## src/rtl/wb_regfile_writer_pkg.sv

```systemverilog
// Shared types and constants for the writeback register-file writer.
package wb_pkg;

    localparam int unsigned WB_NBITS      = 32;
    localparam int unsigned WB_NREGISTERS = 32;
    localparam int unsigned WB_AW         = $clog2(WB_NREGISTERS);

    // Result source select; the unlisted code 2'b11 also selects the ALU.
    typedef enum logic [1:0] {
        SRC_ALU  = 2'b00,
        SRC_LOAD = 2'b01,
        SRC_PC4  = 2'b10
    } src_e;

    // Load funct3 encodings.
    localparam logic [2:0] F3_LB  = 3'b000;
    localparam logic [2:0] F3_LH  = 3'b001;
    localparam logic [2:0] F3_LW  = 3'b010;
    localparam logic [2:0] F3_LBU = 3'b100;
    localparam logic [2:0] F3_LHU = 3'b101;

    // One pending register-file write.
    typedef struct packed {
        logic [WB_AW-1:0]    rd;
        logic [WB_NBITS-1:0] data;
    } wb_entry_t;

    // Occupancy of the 2-entry pending-write FIFO.
    typedef enum logic [1:0] {
        FIFO_EMPTY = 2'd0,
        FIFO_ONE   = 2'd1,
        FIFO_TWO   = 2'd2
    } fifo_state_e;

endpackage

```

## src/rtl/wb_regfile_writer_load_align.sv

```systemverilog
// Extracts and extends the loaded byte/half/word according to funct3 and offset.
module load_align
    import wb_pkg::*;
#(
    parameter int unsigned NBITS = WB_NBITS
) (
    input  logic [NBITS-1:0] word,
    input  logic [2:0]       funct3,
    input  logic [1:0]       addr_lo,
    output logic [NBITS-1:0] result
);

    logic [7:0]  byte_sel;
    logic [15:0] half_sel;

    // Pick the addressed byte/half, then extend it by load type.
    always_comb begin
        byte_sel = word[{addr_lo, 3'b000} +: 8];
        half_sel = word[{addr_lo[1], 4'b0000} +: 16];
        result   = word;
        case (funct3)
            F3_LB:   result = {{(NBITS-8){byte_sel[7]}}, byte_sel};
            F3_LH:   result = {{(NBITS-16){half_sel[15]}}, half_sel};
            F3_LW:   result = word;
            F3_LBU:  result = {{(NBITS-8){1'b0}}, byte_sel};
            F3_LHU:  result = {{(NBITS-16){1'b0}}, half_sel};
            default: result = word;
        endcase
    end

endmodule

```

## src/rtl/wb_regfile_writer.sv

```systemverilog
// Writeback driver of the register file write port with a 2-entry pending
// buffer and forwarding of not-yet-written results to the decode read ports.
module wb_regfile_writer
    import wb_pkg::*;
#(
    parameter int unsigned NBITS      = WB_NBITS,
    parameter int unsigned NREGISTERS = WB_NREGISTERS,
    localparam int unsigned AW        = $clog2(NREGISTERS)
) (
    input  logic             clk,
    input  logic             rst,
    input  logic             in_valid,
    output logic             in_ready,
    input  logic [AW-1:0]    in_rd,
    input  logic [1:0]       in_src,
    input  logic [NBITS-1:0] in_alu,
    input  logic [NBITS-1:0] in_mem,
    input  logic [NBITS-1:0] in_pc4,
    input  logic [2:0]       in_funct3,
    input  logic [1:0]       in_addr_lo,
    input  logic             rf_gnt,
    output logic             wr,
    output logic [AW-1:0]    add_wr,
    output logic [NBITS-1:0] datain,
    input  logic [AW-1:0]    q_rd1,
    input  logic [AW-1:0]    q_rd2,
    output logic             fwd1_hit,
    output logic             fwd2_hit,
    output logic [NBITS-1:0] fwd1_data,
    output logic [NBITS-1:0] fwd2_data
);

    fifo_state_e      state, state_nxt;
    wb_entry_t        entry_q [2];
    logic             wr_ptr;
    logic             rd_ptr;
    logic [NBITS-1:0] load_data;
    logic [NBITS-1:0] wb_data;
    logic             accept;
    logic             push;
    logic             pop;
    wb_entry_t        head;
    wb_entry_t        young;
    wb_entry_t        old;
    logic             young_v;
    logic             old_v;

    load_align #(.NBITS(NBITS)) u_load_align (
        .word    (in_mem),
        .funct3  (in_funct3),
        .addr_lo (in_addr_lo),
        .result  (load_data)
    );

    // Select the writeback value by source.
    always_comb begin
        wb_data = in_alu;
        case (in_src)
            SRC_LOAD: wb_data = load_data;
            SRC_PC4:  wb_data = in_pc4;
            default:  wb_data = in_alu;
        endcase
    end

    assign in_ready = !rst && (state != FIFO_TWO);
    assign accept   = in_valid && in_ready;
    assign push     = accept && (in_rd != '0);
    assign pop      = wr && rf_gnt;

    // FIFO occupancy, storage and pointers; reset discards pending writes.
    always_ff @(posedge clk or posedge rst) begin
        if (rst) begin
            state      <= FIFO_EMPTY;
            wr_ptr     <= 1'b0;
            rd_ptr     <= 1'b0;
            entry_q[0] <= '0;
            entry_q[1] <= '0;
        end else begin
            state <= state_nxt;
            if (push) begin
                entry_q[wr_ptr] <= '{rd: in_rd, data: wb_data};
                wr_ptr          <= ~wr_ptr;
            end
            if (pop) begin
                rd_ptr <= ~rd_ptr;
            end
        end
    end

    // Occupancy transitions driven by push/pop.
    always_comb begin
        state_nxt = state;
        case (state)
            FIFO_EMPTY: if (push) state_nxt = FIFO_ONE;
            FIFO_ONE: begin
                if (push && !pop)      state_nxt = FIFO_TWO;
                else if (pop && !push) state_nxt = FIFO_EMPTY;
            end
            FIFO_TWO:   if (pop) state_nxt = FIFO_ONE;
            default:    state_nxt = FIFO_EMPTY;
        endcase
    end

    // Present the head entry on the write port, zeros when empty.
    always_comb begin
        head   = entry_q[rd_ptr];
        wr     = (state != FIFO_EMPTY);
        add_wr = wr ? head.rd   : '0;
        datain = wr ? head.data : '0;
    end

    // The younger entry sits just behind the tail; with one entry it is also the head.
    always_comb begin
        young   = entry_q[~wr_ptr];
        old     = entry_q[rd_ptr];
        young_v = (state != FIFO_EMPTY);
        old_v   = (state == FIFO_TWO);
    end

    function automatic logic [NBITS:0] fwd_lookup(
        input logic [AW-1:0] q,
        input wb_entry_t     y,
        input logic          y_v,
        input wb_entry_t     o,
        input logic          o_v
    );
        if (q == '0)                 return '0;
        else if (y_v && (y.rd == q)) return {1'b1, y.data};
        else if (o_v && (o.rd == q)) return {1'b1, o.data};
        else                         return '0;
    endfunction

    assign {fwd1_hit, fwd1_data} = fwd_lookup(q_rd1, young, young_v, old, old_v);
    assign {fwd2_hit, fwd2_data} = fwd_lookup(q_rd2, young, young_v, old, old_v);

endmodule

```

## config.mk

```make
export PLATFORM = sky130hd
export DESIGN_NAME = wb_regfile_writer
export DESIGN_NICKNAME = d
export VERILOG_FILES = /design/src/rtl/wb_regfile_writer_pkg.sv /design/src/rtl/wb_regfile_writer_load_align.sv /design/src/rtl/wb_regfile_writer.sv
export SDC_FILE = /design/constraint.sdc
export NUM_CORES = 1
export LEC_CHECK = 0
export CORE_ASPECT_RATIO = 0.8
export CORE_UTILIZATION = 44
export CTS_CLUSTER_SIZE = 24
export DETAILED_ROUTE_END_ITERATION = 8
export PLACE_DENSITY = 0.79
export SETUP_SLACK_MARGIN = 0.02
export SLEW_MARGIN = 20
export SYNTH_ARGS = -nofsm -noshare
export SYNTH_HDL_FRONTEND = slang
export SYNTH_HIERARCHICAL = 1
export SYNTH_SLANG_ARGS = --single-unit
```

## constraint.sdc

```tcl
create_clock -name clk -period 2.5 [get_ports clk]
set_input_delay 0.375 -clock clk [delete_from_list [all_inputs] [get_ports clk]]
set_output_delay 0.375 -clock clk [all_outputs]
set_load 0.05 [all_outputs]
```

==> run_summary.xml, run 1 <==
<?xml version="1.0" encoding="UTF-8"?>
<metrics>
  <group name="run_status">
    <metric name="status" unit="">complete, but fails checks</metric>
    <metric name="violations" unit="">negative setup slack</metric>
  </group>
  <group name="clock_network">
    <metric name="cts.reportedPaths.clkPinSlew" unit="ps">60</metric>
    <metric name="h-tree-depth" unit="">3</metric>
    <metric name="post_cts_hold_buffer_count" unit="">0</metric>
    <metric name="tritoncts_clock_tree" unit="">yes</metric>
    <metric name="clock_insertion_delay_worst_skew" unit="ps">340</metric>
    <metric name="cts_sinks" unit="">78</metric>
    <metric name="cts_buf_count" unit="">9</metric>
    <metric name="clockBufferDepth" unit="">2</metric>
    <metric name="clk_root_buffer_cell" unit="">sky130_fd_sc_hd__clkbuf_16</metric>
  </group>
  <group name="worst_hold_path">
    <metric name="worst_hold_path_type" unit="">primary input to asynchronous set/reset pin</metric>
  </group>
  <group name="worst_setup_path">
    <metric name="worst_r2r_startpoint" unit="">wr_ptr</metric>
    <metric name="cp.buffers_inverters" unit="">4</metric>
    <metric name="timing.critical_path.from" unit="">rd_ptr</metric>
    <metric name="worst_ep_required_time" unit="ps">2120</metric>
    <metric name="worstSetupStartpointType" unit="">register</metric>
    <metric name="crit_arrival" unit="ps">2700</metric>
    <metric name="worst-path-max-fanout" unit="">7</metric>
    <metric name="cp_top_family" unit="">buffers and inverters</metric>
    <metric name="slowest_stage" unit="">sky130_fd_sc_hd__dfrtp_2</metric>
    <metric name="path_cells" unit="">mux2i_2, buf_4, xor2_1, nand4_1, nor3_1, buf_4, o22ai_4, buf_12, a21oi_4, buf_6</metric>
    <metric name="cp_common_cell" unit="">sky130_fd_sc_hd__buf_4</metric>
    <metric name="setup.worst_path.class" unit="">register to output pin</metric>
    <metric name="worst_setup_path_end_kind" unit="">output pin</metric>
    <metric name="worst_path_largest_cell_delay" unit="ps">480</metric>
  </group>
  <group name="drt">
    <metric name="detailedRoute.firstPassIterationCount" unit="">7</metric>
    <metric name="drc_errors" unit="">0</metric>
    <metric name="first_iter_violations" unit="">443</metric>
    <metric name="antenna_left" unit="">0</metric>
    <metric name="viasPerCell" unit="">5.825</metric>
    <metric name="wl_per_cell" unit="um">20.22</metric>
    <metric name="number_of_vias_after_detailed_routing" unit="">7742</metric>
    <metric name="wl" unit="um">26880</metric>
  </group>
  <group name="grt">
    <metric name="global_route_wire_length_before_repair" unit="um">38930</metric>
    <metric name="number_of_antenna_violations_at_the_first_check_in_global_routing" unit="">0</metric>
    <metric name="via_count_of_the_first_global_routing_pass" unit="">7145</metric>
    <metric name="grt_start_max_net_pins" unit="">65</metric>
    <metric name="grt_util_all_layers" unit="%">29.56</metric>
    <metric name="gr-total-overflow" unit="">0</metric>
  </group>
  <group name="die">
    <metric name="ios" unit="">227</metric>
    <metric name="initial_utilization" unit="%">45.50</metric>
    <metric name="coreArea" unit="sq um">15950</metric>
    <metric name="die_width" unit="um">145.6</metric>
    <metric name="num_rows" unit="">41</metric>
    <metric name="dieArea" unit="sq um">17020</metric>
    <metric name="dieHeight" unit="um">116.9</metric>
  </group>
  <group name="sta">
    <metric name="min_period_over_period" unit="%">122.9</metric>
    <metric name="finalSetupViolCount" unit="">66</metric>
    <metric name="timing.fmax" unit="MHz">325.4</metric>
    <metric name="final-hold-violation-count" unit="">0</metric>
    <metric name="slew_headroom" unit="%">61.77</metric>
    <metric name="drv_slew" unit="">0</metric>
    <metric name="worst_setup_skew_after_layout" unit="ps">5.595</metric>
    <metric name="fin_ws" unit="ps">-572.8</metric>
    <metric name="grt_setup_unrepaired" unit="">yes</metric>
    <metric name="worst-slew-pin-transition" unit="ps">572.7</metric>
    <metric name="fin_hold_ws" unit="ps">446.7</metric>
    <metric name="final_period_minus_worst_setup_slack" unit="ps">3073</metric>
  </group>
  <group name="layout">
    <metric name="areaGrowthSynthToFinish" unit="%">56.76</metric>
    <metric name="multi_input_area" unit="sq um">5518</metric>
    <metric name="layout.nets" unit="">1234</metric>
    <metric name="post_layout_nonfiller_instances" unit="">1329</metric>
    <metric name="antennaDiodeCount" unit="">0</metric>
    <metric name="num-fill-cells" unit="">1161</metric>
    <metric name="drive_above_1_share" unit="%">35.91</metric>
    <metric name="seqCellArea" unit="sq um">1954</metric>
  </group>
  <group name="pwr">
    <metric name="cellInternalPower" unit="mW">5.594</metric>
    <metric name="power.leakage" unit="nW">4.473</metric>
    <metric name="powerDensity" unit="nW/um^2">949.0</metric>
    <metric name="net_sw_power" unit="mW">5.206</metric>
    <metric name="clock_network_power_share" unit="%">13.0</metric>
    <metric name="pwr-share-comb" unit="%">65.0</metric>
    <metric name="switching_share" unit="%">48.21</metric>
    <metric name="seqPwrFrac" unit="%">22.1</metric>
    <metric name="ir_drop" unit="mV">0.4899</metric>
  </group>
  <group name="synth">
    <metric name="number_of_warnings_printed_during_yosys_synthesis" unit="">6</metric>
    <metric name="synth.distinct_cells" unit="">50</metric>
    <metric name="register_bit_total_from_synthesis" unit="">78</metric>
    <metric name="synth_nets" unit="">979</metric>
    <metric name="post_synth_inst_count" unit="">854</metric>
    <metric name="syn_avg_cell_area" unit="sq um">8.501</metric>
    <metric name="seq_area_frac_synth" unit="%">26.89</metric>
    <metric name="synthesis.area" unit="sq um">7259</metric>
  </group>
  <group name="placement">
    <metric name="gp_routability_congestion" unit="">0.9361</metric>
    <metric name="placed_cells_incl_taps" unit="">1296</metric>
    <metric name="buffer_ports.inserted" unit="">226</metric>
    <metric name="detailed_place_hpwl" unit="um">18120</metric>
    <metric name="post_place_setup_slack" unit="ps">-249.0</metric>
  </group>
  <group name="job">
    <metric name="drv.max_cap_violation_count" unit="">0</metric>
  </group>
</metrics>
==> per-layer routing <==
metal | GRT usage (%) | wire, um
met5 | 0 | 0
met4 | 8.211 | 473
met3 | 4.651 | 1689
met2 | 49.55 | 12790
met1 | 39.95 | 11930
==> cell usage after synthesis (all sizes together) <==
cell type	number	area share, %
o21ai	177	13
dfrtp	78	27
mux2	74	11
nor2b	74	6.4
a21oi	72	6.6
and2	66	5.8
nand2	51	2.7
clkbuf	39	2.1
a22oi	32	3.3
o21a	32	3.3
buf	31	3.5
mux2i	27	3.8
xnor2	14	1.7
nor2	13	0.71
inv	10	0.52
a22o	9	1.1
a221o	8	1.1
nand3b	8	0.83
xor2	8	0.97
o22a	7	0.84
ha	3	0.52
o22ai	3	0.72
or4	3	0.31
nand4	2	0.17
nor3	2	0.14
nor4	2	0.34
a211o	1	0.12
a221oi	1	0.21
clkinv	1	0.052
mux4	1	0.31
nand2b	1	0.086
nand4bb	1	0.16
nor4b	1	0.33
o211ai	1	0.17
o2bb2ai	1	0.12
==> area by class of cell <==
cell class / instances / area share [%]
inverters: 11 / 0.4178
well taps: 215 / 2.364
flip-flops and latches: 78 / 17.17
clock inverters: 5 / 0.7367
multi-input cells: 695 / 48.49
repair buffers: 314 / 28.77
clock buffers: 11 / 2.045
==> sequential cells by signal (all words and copies together), names as in the netlist <==
signal and flops:
wr_ptr 1, state 2, entry_q 74, rd_ptr 1
==> placed cells by master, fill, tap and decap left out, types with 6 or more instances in the layout <==
| cell | Yosys | final |
|---|---|---|
| sky130_fd_sc_hd__a21oi_1 | 41 | 8 |
| sky130_fd_sc_hd__a21oi_2 | 31 | 14 |
| sky130_fd_sc_hd__a21oi_4 | 0 | 50 |
| sky130_fd_sc_hd__a221o_1 | 8 | 8 |
| sky130_fd_sc_hd__a22o_1 | 8 | 8 |
| sky130_fd_sc_hd__a22oi_1 | 32 | 32 |
| sky130_fd_sc_hd__and2_1 | 64 | 64 |
| sky130_fd_sc_hd__buf_12 | 0 | 18 |
| sky130_fd_sc_hd__buf_4 | 5 | 96 |
| sky130_fd_sc_hd__buf_6 | 14 | 67 |
| sky130_fd_sc_hd__clkbuf_16 | 0 | 12 |
| sky130_fd_sc_hd__clkdlybuf4s50_1 | 0 | 122 |
| sky130_fd_sc_hd__dfrtp_1 | 78 | 76 |
| sky130_fd_sc_hd__inv_1 | 9 | 6 |
| sky130_fd_sc_hd__mux2_2 | 73 | 73 |
| sky130_fd_sc_hd__mux2i_1 | 25 | 22 |
| sky130_fd_sc_hd__nand2_1 | 50 | 50 |
| sky130_fd_sc_hd__nand3b_1 | 8 | 8 |
| sky130_fd_sc_hd__nor2_1 | 12 | 9 |
| sky130_fd_sc_hd__nor2b_1 | 74 | 74 |
| sky130_fd_sc_hd__o21a_1 | 32 | 32 |
| sky130_fd_sc_hd__o21ai_0 | 137 | 107 |
| sky130_fd_sc_hd__o21ai_1 | 31 | 45 |
| sky130_fd_sc_hd__o21ai_2 | 9 | 25 |
| sky130_fd_sc_hd__o22a_1 | 7 | 7 |
| sky130_fd_sc_hd__xnor2_1 | 14 | 9 |
| sky130_fd_sc_hd__xor2_1 | 8 | 8 |
==> timing repair <==
item | in CTS | in global routing
endpoints found under the setup margin | 66 | 67
pin swaps | 22 | 19
gates cloned | 4 | 3
buffers inserted | 9 | 8
gates resized for setup | 143 | 79
==> worst paths after layout <==
path                                       to  slack [ps]  depth (start not counted)
max in group asynchronous         entry_q[14]        1390                          3
worst max-delay path            fwd1_data[17]        -570                         10
worst min register to register    entry_q[17]         510                          1
min in group clk                  entry_q[17]         510                          1
worst min-delay path                   rd_ptr         450                          2
worst max register to register    entry_q[38]         550                          6
==> power groups by stage <==
| stage | sequential (mW) | combinational (mW) | clock, mW |
|---|---|---|---|
| floorplan | 2.12 | 4.43 | 0 |
| global placement | 2.31 | 5.87 | 0 |
| detailed placement | 2.35 | 5.98 | 0 |
| CTS | 2.34 | 6.41 | 1.41 |
| global route | 2.46 | 7.43 | 1.46 |
| finish | 2.38 | 7.02 | 1.40 |
==> metrics by stage <==
| step | TNS [ps] | util [%] | power, mW | instance area, sq um |
|---|---|---|---|---|
| finish | -30460 | 71.33 | 10.80 | 11380 |
| global route | -37460 | 71.33 | 11.35 | 11380 |
| CTS | -24200 | 68.77 | 10.17 | 10970 |
| detailed placement | -11740 | 62.24 | 8.332 | 9930 |
| global placement | -10810 | 62.24 | 8.178 | 9930 |
| floorplan | -3819 | - | 6.542 | 7318 |
==> cell families after synthesis <==
group	Yosys count	synth area share, %
mux	102	15.62
compound gates	344	30.25
fa+ha+maj	3	0.5171
xor+xnor	22	2.654
flops	78	26.89
buf+inv	81	6.136
simple gates	224	17.94
(Power assumes the default switching activity.)
==> inputs of run 2 (changes only) <==
--- a/config.mk
+++ b/config.mk
@@ -10,6 +10,7 @@
 export CTS_CLUSTER_SIZE = 24
 export DETAILED_ROUTE_END_ITERATION = 8
 export PLACE_DENSITY = 0.79
+export RECOVER_POWER = 100
 export SETUP_SLACK_MARGIN = 0.02
 export SLEW_MARGIN = 20
 export SYNTH_ARGS = -nofsm -noshare
==> run_summary.xml, run 2 (synthesized netlist as in run 1, its figures left out) <==
<?xml version="1.0" encoding="UTF-8"?>
<metrics>
  <group name="pwr">
    <metric name="power.leakage" unit="nW">4.406</metric>
    <metric name="powerDensity" unit="nW/um^2">949.3</metric>
    <metric name="finalPower" unit="mW">10.72</metric>
    <metric name="ir_drop" unit="mV">0.4843</metric>
  </group>
  <group name="worst_hold_path">
    <metric name="worst_hold_path_type" unit="">register to register</metric>
    <metric name="end_point_of_the_most_critical_hold_path" unit="">entry_q[17]</metric>
    <metric name="hold_start" unit="">entry_q[17]</metric>
    <metric name="min_path_cells" unit="">1</metric>
  </group>
  <group name="clock_network">
    <metric name="clock_insertion_delay_worst_skew" unit="ps">340</metric>
    <metric name="h-tree-depth" unit="">3</metric>
    <metric name="clockBufferDepth" unit="">2</metric>
    <metric name="cts.reportedPaths.clkPinSlew" unit="ps">60</metric>
    <metric name="post_cts_hold_buffer_count" unit="">0</metric>
    <metric name="cts_buf_count" unit="">9</metric>
    <metric name="clk_root_buffer_cell" unit="">sky130_fd_sc_hd__clkbuf_16</metric>
    <metric name="cts_sinks" unit="">78</metric>
    <metric name="tritoncts_clock_tree" unit="">yes</metric>
  </group>
  <group name="sta">
    <metric name="drv_slew" unit="">0</metric>
    <metric name="finalSetupViolCount" unit="">67</metric>
    <metric name="final_period_minus_worst_setup_slack" unit="ps">3061</metric>
    <metric name="final-hold-violation-count" unit="">0</metric>
    <metric name="fin_ws" unit="ps">-560.9</metric>
    <metric name="grt_setup_unrepaired" unit="">yes</metric>
    <metric name="timing.fmax" unit="MHz">326.7</metric>
    <metric name="worst_setup_skew_after_layout" unit="ps">6.317</metric>
    <metric name="min_period_over_period" unit="%">122.4</metric>
    <metric name="slew_headroom" unit="%">6.172</metric>
    <metric name="worst-slew-pin-transition" unit="ps">1400</metric>
    <metric name="fin_hold_ws" unit="ps">513.7</metric>
  </group>
  <group name="layout">
    <metric name="areaGrowthSynthToFinish" unit="%">55.57</metric>
    <metric name="mostFrequentLayoutCell" unit="">sky130_fd_sc_hd__clkdlybuf4s50_1</metric>
    <metric name="num-fill-cells" unit="">1179</metric>
    <metric name="largest-register" unit="">entry_q</metric>
    <metric name="layout.nets" unit="">1234</metric>
    <metric name="final_core_utilization" unit="%">70.79</metric>
    <metric name="largest_register_ffs" unit="">74</metric>
    <metric name="drive_above_1_share" unit="%">35.37</metric>
    <metric name="final_cell_mix" unit="">sky130_fd_sc_hd__clkdlybuf4s50_1 (120), sky130_fd_sc_hd__o21ai_0 (107), sky130_fd_sc_hd__buf_4 (78), sky130_fd_sc_hd__dfrtp_1 (76), sky130_fd_sc_hd__nor2b_1 (74)</metric>
    <metric name="antennaDiodeCount" unit="">0</metric>
    <metric name="largestRegisters" unit="">entry_q (74), state (2)</metric>
    <metric name="post_layout_nonfiller_instances" unit="">1329</metric>
  </group>
  <group name="worst_setup_path">
    <metric name="worst_setup_path_end_kind" unit="">output pin</metric>
    <metric name="path_cells" unit="">mux2i_2, buf_4, xor2_1, nand4_1, nor3_1, buf_4, o22ai_4, buf_12, a21oi_4, buf_6</metric>
    <metric name="worst_r2r_path_depth" unit="">7</metric>
    <metric name="r2r_slack" unit="ps">430</metric>
    <metric name="worst_r2r_startpoint" unit="">state[0]</metric>
    <metric name="slowest_stage" unit="">sky130_fd_sc_hd__dfrtp_2</metric>
    <metric name="cp_common_cell" unit="">sky130_fd_sc_hd__buf_4</metric>
    <metric name="worst_r2r_endpoint" unit="">state[0]</metric>
    <metric name="crit_arrival" unit="ps">2690</metric>
    <metric name="worst_path_largest_cell_delay" unit="ps">480</metric>
    <metric name="setup.worst_path.class" unit="">register to output pin</metric>
    <metric name="worstSetupStartpointType" unit="">register</metric>
    <metric name="worst-path-max-fanout" unit="">7</metric>
    <metric name="worst_ep_required_time" unit="ps">2120</metric>
  </group>
  <group name="drt">
    <metric name="first_iter_violations" unit="">452</metric>
    <metric name="drc_errors" unit="">0</metric>
    <metric name="met1Wirelength" unit="um">11860</metric>
    <metric name="viasPerCell" unit="">5.840</metric>
    <metric name="detailedRoute.firstPassIterationCount" unit="">5</metric>
    <metric name="wl" unit="um">26850</metric>
    <metric name="number_of_vias_after_detailed_routing" unit="">7762</metric>
    <metric name="wl_per_cell" unit="um">20.21</metric>
    <metric name="met3_wirelength" unit="um">1745</metric>
    <metric name="wl_met2" unit="um">12740</metric>
    <metric name="antenna_left" unit="">0</metric>
    <metric name="top_layer" unit="">met4</metric>
  </group>
  <group name="placement">
    <metric name="gp_routability_congestion" unit="">0.9361</metric>
    <metric name="placed_cells_incl_taps" unit="">1296</metric>
    <metric name="buffer_ports.inserted" unit="">226</metric>
    <metric name="detailed_place_hpwl" unit="um">18120</metric>
    <metric name="post_place_setup_slack" unit="ps">-249.0</metric>
  </group>
  <group name="grt">
    <metric name="number_of_antenna_violations_at_the_first_check_in_global_routing" unit="">0</metric>
    <metric name="grt_util_all_layers" unit="%">29.56</metric>
    <metric name="via_count_of_the_first_global_routing_pass" unit="">7145</metric>
    <metric name="global_route_wire_length_before_repair" unit="um">38930</metric>
    <metric name="grt_start_max_net_pins" unit="">65</metric>
    <metric name="gr-total-overflow" unit="">0</metric>
  </group>
  <group name="die">
    <metric name="die_width" unit="um">145.6</metric>
    <metric name="initial_utilization" unit="%">45.50</metric>
    <metric name="dieHeight" unit="um">116.9</metric>
    <metric name="coreArea" unit="sq um">15950</metric>
    <metric name="num_rows" unit="">41</metric>
    <metric name="ios" unit="">227</metric>
    <metric name="dieArea" unit="sq um">17020</metric>
  </group>
  <group name="job">
    <metric name="drv.max_cap_violation_count" unit="">0</metric>
  </group>
  <group name="run_status">
    <metric name="status" unit="">complete, but fails checks</metric>
    <metric name="violations" unit="">negative setup slack</metric>
  </group>
</metrics>
## run 2: cell count changes in the layout (fill, tap and decap cells not counted), moves of 2 or more
cell                              before  now
sky130_fd_sc_hd__clkbuf_1              2    6
sky130_fd_sc_hd__clkdlybuf4s50_1     122  120
sky130_fd_sc_hd__clkbuf_4              0   12
sky130_fd_sc_hd__buf_4                96   78
sky130_fd_sc_hd__clkbuf_2              0    5
sky130_fd_sc_hd__buf_12               18   14
sky130_fd_sc_hd__dlygate4sd3_1         0    2
## run 2: worst max path at each step
stage / from / endpoint / slack, ps / depth (start not counted)
2_1_floorplan: rd_ptr / fwd1_data[20] / -250 / 8
3_3_place_gp: q_rd1[3] / fwd1_data[18] / -240 / 8
3_5_place_dp: q_rd1[3] / fwd1_data[17] / -250 / 8
4_1_cts: wr_ptr / fwd2_data[19] / -440 / 10
5_1_grt: rd_ptr / fwd1_data[23] / -660 / 10
6_report: rd_ptr / fwd1_data[18] / -560 / 10
## run 2: layer usage
layer / GRT usage [%] / vias up
met1: 39.95 / 3769
met2: 49.55 / 357
met5: 0 / -
li1: - / 3591
met4: 8.211 / 0
met3: 4.651 / 45
## run 2: critical path, delay by kind of cell, from the launching register on
| family | cells | cell delay [ps] |
|---|---|---|
| buffers and inverters | 4 | 720 |
| DFF | 1 | 480 |
| and+or+nand+nor | 2 | 410 |
| AOI/OAI and AO/OA | 2 | 320 |
| muxes | 1 | 250 |
| xor gates and xnor gates | 1 | 150 |
## run 2: repair_timing
action	in CTS	in global routing
cloned	4	3
buffers inserted	9	8
gates resized for setup	143	79
setup endpoints to repair	66	67
pin swaps	22	19
## run 2: area by class of cell
cell class                 instances  area (sq um)  area share (%)
clock inverter                     5         83.83          0.7423
timing repair buffer             314          3203           28.36
inverter                          11         47.55          0.4210
multi-input combinational        695          5503           48.73
tap                              215         269.0           2.382
clock buffer                      11         232.7           2.061
sequential                        78          1954           17.31
## run 2: power breakdown
| group | switching, mW | total (mW) | internal, mW |
|---|---|---|---|
| logic | 4.15 | 6.94 | 2.80 |
| clock network | 0.523 | 1.40 | 0.877 |
| registers | 0.525 | 2.38 | 1.86 |
## run 2: metrics by stage
stage,setup TNS [ps],cell area (sq um)
6_report,-30050,11290
5_1_grt,-38520,11290
4_1_cts,-24200,10970
3_5_place_dp,-11740,9930
3_3_place_gp,-10810,9930
2_1_floorplan,-3819,7318
